<file path="config.mk">
export PLATFORM = sky130hd
export DESIGN_NAME = mp_link
export DESIGN_NICKNAME = d
export VERILOG_FILES = /design/src/rtl/mp_link.sv
export SDC_FILE = /design/constraint.sdc
export NUM_CORES = 1
export LEC_CHECK = 0
export CAP_MARGIN = 20
export CORE_ASPECT_RATIO = 0.7
export CORE_MARGIN = 4
export CORE_UTILIZATION = 25
export DETAILED_ROUTE_END_ITERATION = 8
export DONT_BUFFER_PORTS = 1
export PLACE_DENSITY = 0.4
export RECOVER_POWER = 25
export SLEW_MARGIN = 10
export SYNTH_ARGS = -nofsm -noshare
export SYNTH_HDL_FRONTEND = slang
export SYNTH_SLANG_ARGS = --single-unit
</file>
<file path="constraint.sdc">
create_clock -name clk -period 5.8 [get_ports clk]
set_input_delay 1.16 -clock clk [delete_from_list [all_inputs] [get_ports clk]]
set_output_delay 1.16 -clock clk [all_outputs]
set_load 0.02 [all_outputs]
</file>
<file path="src/rtl/mp_link.sv">
// Serial multiplayer link: continuously frames the local reload/pause/score onto tx_line
// and decodes the peer's frames from rx_line into remote_* with a link-alive timeout.
module mp_link #(
  parameter int BIT_CYCLES     = 6500,
  parameter int GAP_BITS       = 2,
  parameter int TIMEOUT_CYCLES = 650000
) (
  input  logic       clk,
  input  logic       rst,
  input  logic       local_reload,
  input  logic       local_pause,
  input  logic [3:0] local_score,
  output logic       tx_line,
  input  logic       rx_line,
  output logic       remote_reload,
  output logic       remote_pause,
  output logic [3:0] remote_score,
  output logic       remote_connected,
  output logic       frame_error
);

  localparam int BC_W  = $clog2(BIT_CYCLES) + 1;
  localparam int GAP_W = $clog2(GAP_BITS) + 1;
  localparam int TO_W  = $clog2(TIMEOUT_CYCLES) + 1;

  localparam logic [BC_W-1:0]  BIT_LAST  = BC_W'(BIT_CYCLES - 1);
  localparam logic [BC_W-1:0]  HALF_LAST = BC_W'(BIT_CYCLES / 2 - 1);
  localparam logic [GAP_W-1:0] GAP_LAST  = GAP_W'(GAP_BITS - 1);
  localparam logic [TO_W-1:0]  TO_LOAD   = TO_W'(TIMEOUT_CYCLES);

  typedef enum logic [2:0] {
    TX_GAP,
    TX_START,
    TX_DATA,
    TX_PARITY,
    TX_STOP
  } tx_state_t;

  typedef enum logic [2:0] {
    RX_IDLE,
    RX_START,
    RX_DATA,
    RX_PARITY,
    RX_STOP
  } rx_state_t;

  tx_state_t        tx_state;
  tx_state_t        tx_next;
  logic [BC_W-1:0]  tx_cnt;
  logic [GAP_W-1:0] tx_gap;
  logic [2:0]       tx_idx;
  logic [5:0]       tx_data;
  logic             tx_tick;

  assign tx_tick = (tx_cnt == BIT_LAST);

  always_ff @(posedge clk or posedge rst) begin
    if (rst) tx_state <= TX_GAP;
    else     tx_state <= tx_next;
  end

  always_comb begin
    tx_next = tx_state;
    case (tx_state)
      TX_GAP:    if (tx_tick && tx_gap == GAP_LAST) tx_next = TX_START;
      TX_START:  if (tx_tick) tx_next = TX_DATA;
      TX_DATA:   if (tx_tick && tx_idx == 3'd5) tx_next = TX_PARITY;
      TX_PARITY: if (tx_tick) tx_next = TX_STOP;
      TX_STOP:   if (tx_tick) tx_next = TX_GAP;
      default:   tx_next = TX_GAP;
    endcase
  end

  // tx_line is loaded on the same edge that moves the FSM into each bit,
  // so every bit is held for exactly BIT_CYCLES clocks.
  always_ff @(posedge clk or posedge rst) begin
    if (rst) begin
      tx_cnt  <= '0;
      tx_gap  <= '0;
      tx_idx  <= '0;
      tx_data <= '0;
      tx_line <= 1'b1;
    end else begin
      tx_cnt <= tx_tick ? '0 : tx_cnt + BC_W'(1);
      if (tx_tick) begin
        case (tx_state)
          TX_GAP: begin
            if (tx_gap == GAP_LAST) begin
              tx_gap  <= '0;
              tx_data <= {local_score, local_pause, local_reload};
              tx_line <= 1'b0;
            end else begin
              tx_gap <= tx_gap + GAP_W'(1);
            end
          end
          TX_START: begin
            tx_idx  <= '0;
            tx_line <= tx_data[0];
          end
          TX_DATA: begin
            if (tx_idx == 3'd5) begin
              tx_line <= ^tx_data;
            end else begin
              tx_idx  <= tx_idx + 3'd1;
              tx_line <= tx_data[tx_idx + 3'd1];
            end
          end
          default: tx_line <= 1'b1;
        endcase
      end
    end
  end

  rx_state_t       rx_state;
  rx_state_t       rx_next;
  logic            rx_meta;
  logic            rx_sync;
  logic            rx_prev;
  logic [BC_W-1:0] rx_cnt;
  logic [2:0]      rx_idx;
  logic [5:0]      rx_shift;
  logic            rx_par;
  logic            rx_fall;
  logic            rx_sample;
  logic            frame_good;
  logic            frame_bad;
  logic [TO_W-1:0] to_cnt;
  logic [TO_W-1:0] to_next;

  // Synchronizer resets high so reset release never looks like a start edge.
  always_ff @(posedge clk or posedge rst) begin
    if (rst) begin
      rx_meta <= 1'b1;
      rx_sync <= 1'b1;
      rx_prev <= 1'b1;
    end else begin
      rx_meta <= rx_line;
      rx_sync <= rx_meta;
      rx_prev <= rx_sync;
    end
  end

  assign rx_fall   = rx_prev & ~rx_sync;
  assign rx_sample = (rx_state == RX_START) ? (rx_cnt == HALF_LAST) : (rx_cnt == BIT_LAST);

  always_ff @(posedge clk or posedge rst) begin
    if (rst) rx_state <= RX_IDLE;
    else     rx_state <= rx_next;
  end

  always_comb begin
    rx_next    = rx_state;
    frame_good = 1'b0;
    frame_bad  = 1'b0;
    case (rx_state)
      RX_IDLE:   if (rx_fall) rx_next = RX_START;
      RX_START:  if (rx_sample) rx_next = rx_sync ? RX_IDLE : RX_DATA;
      RX_DATA:   if (rx_sample && rx_idx == 3'd5) rx_next = RX_PARITY;
      RX_PARITY: if (rx_sample) rx_next = RX_STOP;
      RX_STOP: begin
        if (rx_sample) begin
          rx_next = RX_IDLE;
          if (rx_sync && (rx_par == ^rx_shift)) frame_good = 1'b1;
          else                                  frame_bad  = 1'b1;
        end
      end
      default: rx_next = RX_IDLE;
    endcase
  end

  // The bit counter restarts at every sample point, so later samples land
  // a whole bit after the mid-start sample.
  always_ff @(posedge clk or posedge rst) begin
    if (rst) begin
      rx_cnt   <= '0;
      rx_idx   <= '0;
      rx_shift <= '0;
      rx_par   <= 1'b0;
    end else begin
      rx_cnt <= (rx_state == RX_IDLE || rx_sample) ? '0 : rx_cnt + BC_W'(1);
      if (rx_sample) begin
        case (rx_state)
          RX_START: rx_idx <= '0;
          RX_DATA: begin
            rx_shift <= {rx_sync, rx_shift[5:1]};
            rx_idx   <= rx_idx + 3'd1;
          end
          RX_PARITY: rx_par <= rx_sync;
          default: ;
        endcase
      end
    end
  end

  always_comb begin
    to_next = to_cnt;
    if (frame_good)         to_next = TO_LOAD;
    else if (to_cnt != '0)  to_next = to_cnt - TO_W'(1);
  end

  // A good frame takes priority over expiry; on expiry the remote requests
  // are dropped so a vanished peer cannot keep the game paused.
  always_ff @(posedge clk or posedge rst) begin
    if (rst) begin
      to_cnt           <= TO_LOAD;
      remote_connected <= 1'b0;
      remote_reload    <= 1'b0;
      remote_pause     <= 1'b0;
      remote_score     <= 4'd0;
      frame_error      <= 1'b0;
    end else begin
      to_cnt      <= to_next;
      frame_error <= frame_bad;
      if (frame_good) begin
        remote_connected <= 1'b1;
        remote_reload    <= rx_shift[0];
        remote_pause     <= rx_shift[1];
        remote_score     <= rx_shift[5:2];
      end else if (to_next == '0) begin
        remote_connected <= 1'b0;
        remote_reload    <= 1'b0;
        remote_pause     <= 1'b0;
        remote_score     <= 4'd0;
      end
    end
  end

endmodule

</file>
==> metrics.cfg <==
[clock_tree]
clock_path_buffers=2
cts_buffers=9
cts_root_buf=clkbuf_16
h-tree-depth=3
ctsHoldBuffers=0
clock_sinks=88
clkLatencyLatePin_ns=0.34
clkTransAtPathRegs_ns=0.07
cts_resized=0
cts_setup_buffers=0
cts_tree=done

[sta]
setup_ws_ns=2.54
fin_crit_sh=0.562
relSlewSlack=-0.0861
post-route-min-period_ns=3.26
final-setup-viol-count=0
slew_violations=37
hold_violations=0
tightest_slew_ns=1.62
clock_skew_ns=0.00748
rsz0062_at_grt=no
fmax_mhz=307
tns_ns=0

[final_layout]
antenna_cells=0
nFillCells=1853
multiInputGateArea_mm2=0.00225
seq_area_mm2=0.00222
nets=465
layout_commonest_cell=dfrtp_1
final_cell_mix=75 x dfrtp_1, 57 x nor2_1, 29 x xnor2_1, 22 x nand2_1
area_growth_pct=12.1
layout-drive-gt1-share=0.143

[yosys]
synthArstFlopShare=1.00
yosys.cell_types.count=60
synth_area_per_cell_um2=10.2
ys_ff_latch=88
yosysTopAreaCell=dfrtp_1
synth_flop_cell=dfrtp_1
synthesis.nets=466
synth.top_cell.area_share=0.409
synth_edf_count=0
mappedNetlistArea_mm2=0.00458
yosys_warnings=0
synthTopCellsByArea=dfrtp_1 41%, dfstp_2 7.5%, xnor2_1 5.5%
synthCells=450
seq_area_frac_synth=0.484

[routing]
drc_errors=0
totalWireLength_mm=10.1
routed_via_density=4.82
ant_nets=0
drt_iter0_drc=375
vias=3324
wl_per_cell_um=14.7
first_pass_iters=5

[critical_path]
cp_cell_sequence=inv_1 -> ha_1 -> or3b_2 -> nor4_1 -> nand3_1 -> xnor2_1 -> nor4_2 -> a21oi_1
path_class=reg -> reg
worstReg2RegStart=to_cnt[0]$_DFF_PP0_
cpLargestDelayFamily=simple AND/OR/NAND/NOR gates
arrival_ns=3.44
worst-path-max-fanout=9
cp_data_required_time_ns=5.98
cp-end-kind=flip-flop
worstPathBufferInverterCount=1
crit_path_start_kind=flip-flop
slowest_delay_ns=0.70
critPathLaunch=to_cnt[0]$_DFF_PP0_
cp_slowest_cell=nor4_2

[pwr]
leakage_uw=0.00235
peakVddDrop_mv=0.134
combPwrFrac=0.051
p_per_area_mw_per_mm2=255
p_seq_frac=0.513
swShare=0.235
p_total_uw=1310
p_sw_uw=308
p_int_uw=1000
clockPowerShare=0.437

[grt]
antenna_found_initial=0
first_global_vias=3267
grt_max_degree=54
globalRoute.totalOverflow=0
grt_util_all_layers=0.107
grt_pass1_wl_mm=17.4

[die]
io_pins=18
die_area_mm2=0.0206
fp.dieW_um=170
num_rows=41
die_h_um=121
initial_utilization=0.255
core_region_area_mm2=0.0180

[run]
drv_cap=1

[run_status]
outcome=finished with violations
violations=capacitance limit, slew limit

[place]
place_ws_ns=2.65
dpl.hpwl_mm=7.06
port_buffers=0
gp_congestion=0.917

[worst_hold_path]
hold_class=reg -> reg
min_from=rx_meta$_DFF_PP1_

==> Yosys cell counts (2+ instances only) <==
library cell   n
and3b_1        2
nand2_1       22
clkbuf_1      14
xnor3_1        2
nor4_1        14
nand2b_1       5
mux2_2        14
or2_2          2
mux2i_1        9
or4_4          2
or3_1          5
nor4b_1        2
or4b_2         2
a31o_2         2
nor2_1        57
a21oi_1       19
dfstp_2       13
nand3_1       19
nor2b_1        3
xor2_1        18
ha_1           7
nor3_1        13
dfrtp_1       75
a31oi_1        5
and3_1         9
o31ai_1        3
o2111ai_1      2
xnor2_1       29
or4_1          6
o21ai_0       16
nand3b_1       2
nor3b_1        3
nor4_2         5
inv_1         14
nand4_1       10
==> flip-flops by register name, summed over array words and instances, names as in the netlist, 4 cells and up <==
register	cells
remote_score	4
to_cnt	21
tx_cnt	14
rx_cnt	14
rx_shift	6
tx_data	6
==> path summary, 6_finish.rpt <==
kind	to	slack [ns]	cells after the start
max reg2reg	remote_score[3]$_DFFE_PP0P_	2.54	8
max in group asynchronous	remote_connected$_DFFE_PP0P_	3.37	2
max	remote_score[3]$_DFFE_PP0P_	2.54	8
min reg2reg	rx_sync$_DFF_PP1_	0.36	0
min in group asynchronous	tx_data[4]$_DFFE_PP0P_	1.08	1
min	rx_sync$_DFF_PP1_	0.36	0
==> cell families (layout without fill, tap and decap cells) <==
kind of cell | count (synthesis) | count (layout) | synth area share
AO/OA/AOI/OAI | 61 | 61 | 0.0827
AND/OR/NAND/NOR | 191 | 191 | 0.231
buffers and inverters | 30 | 34 | 0.0248
XOR/XNOR | 49 | 49 | 0.0996
multiplexers | 24 | 24 | 0.0590
flip-flops | 88 | 88 | 0.484
adder cells (fa/ha/maj) | 7 | 7 | 0.0191
==> power by group through the flow <==
| stage | Sequential [uW] | Clock (uW) | Combinational [uW] |
|---|---|---|---|
| finish | 671 | 572 | 66.6 |
| global route | 676 | 625 | 81.5 |
| CTS | 671 | 603 | 69.1 |
| detailed placement | 681 | 0 | 68.9 |
| global placement | 682 | 0 | 67.0 |
| floorplan | 673 | 0 | 57.8 |
==> stage by stage <==
stage	cell area [um2]	std cells	hold WS (ns)	util
final	5140	690	0.363	0.285
after global routing	5140	690	0.371	0.285
after CTS	5140	690	0.359	0.285
after detailed placement	4850	674	0.350	0.269
after global placement	4850	674	0.346	0.269
after floorplan	4580	450	0.345	-
==> area by class of cell <==
type | instances | area share
clock buffer | 10 | 0.0446
clock inverter | 6 | 0.0117
inverter | 14 | 0.0105
multi-input combinational | 332 | 0.438
sequential | 88 | 0.432
tap | 236 | 0.0575
timing repair buffer | 4 | 0.00584
==> layer usage <==
metal	share of wire	track usage
met5	0	0
met1	0.52	0.161
met3	0.071	0.0345
met2	0.40	0.143
met4	0.012	0.0317
Power figures use the tool's default switching activity.
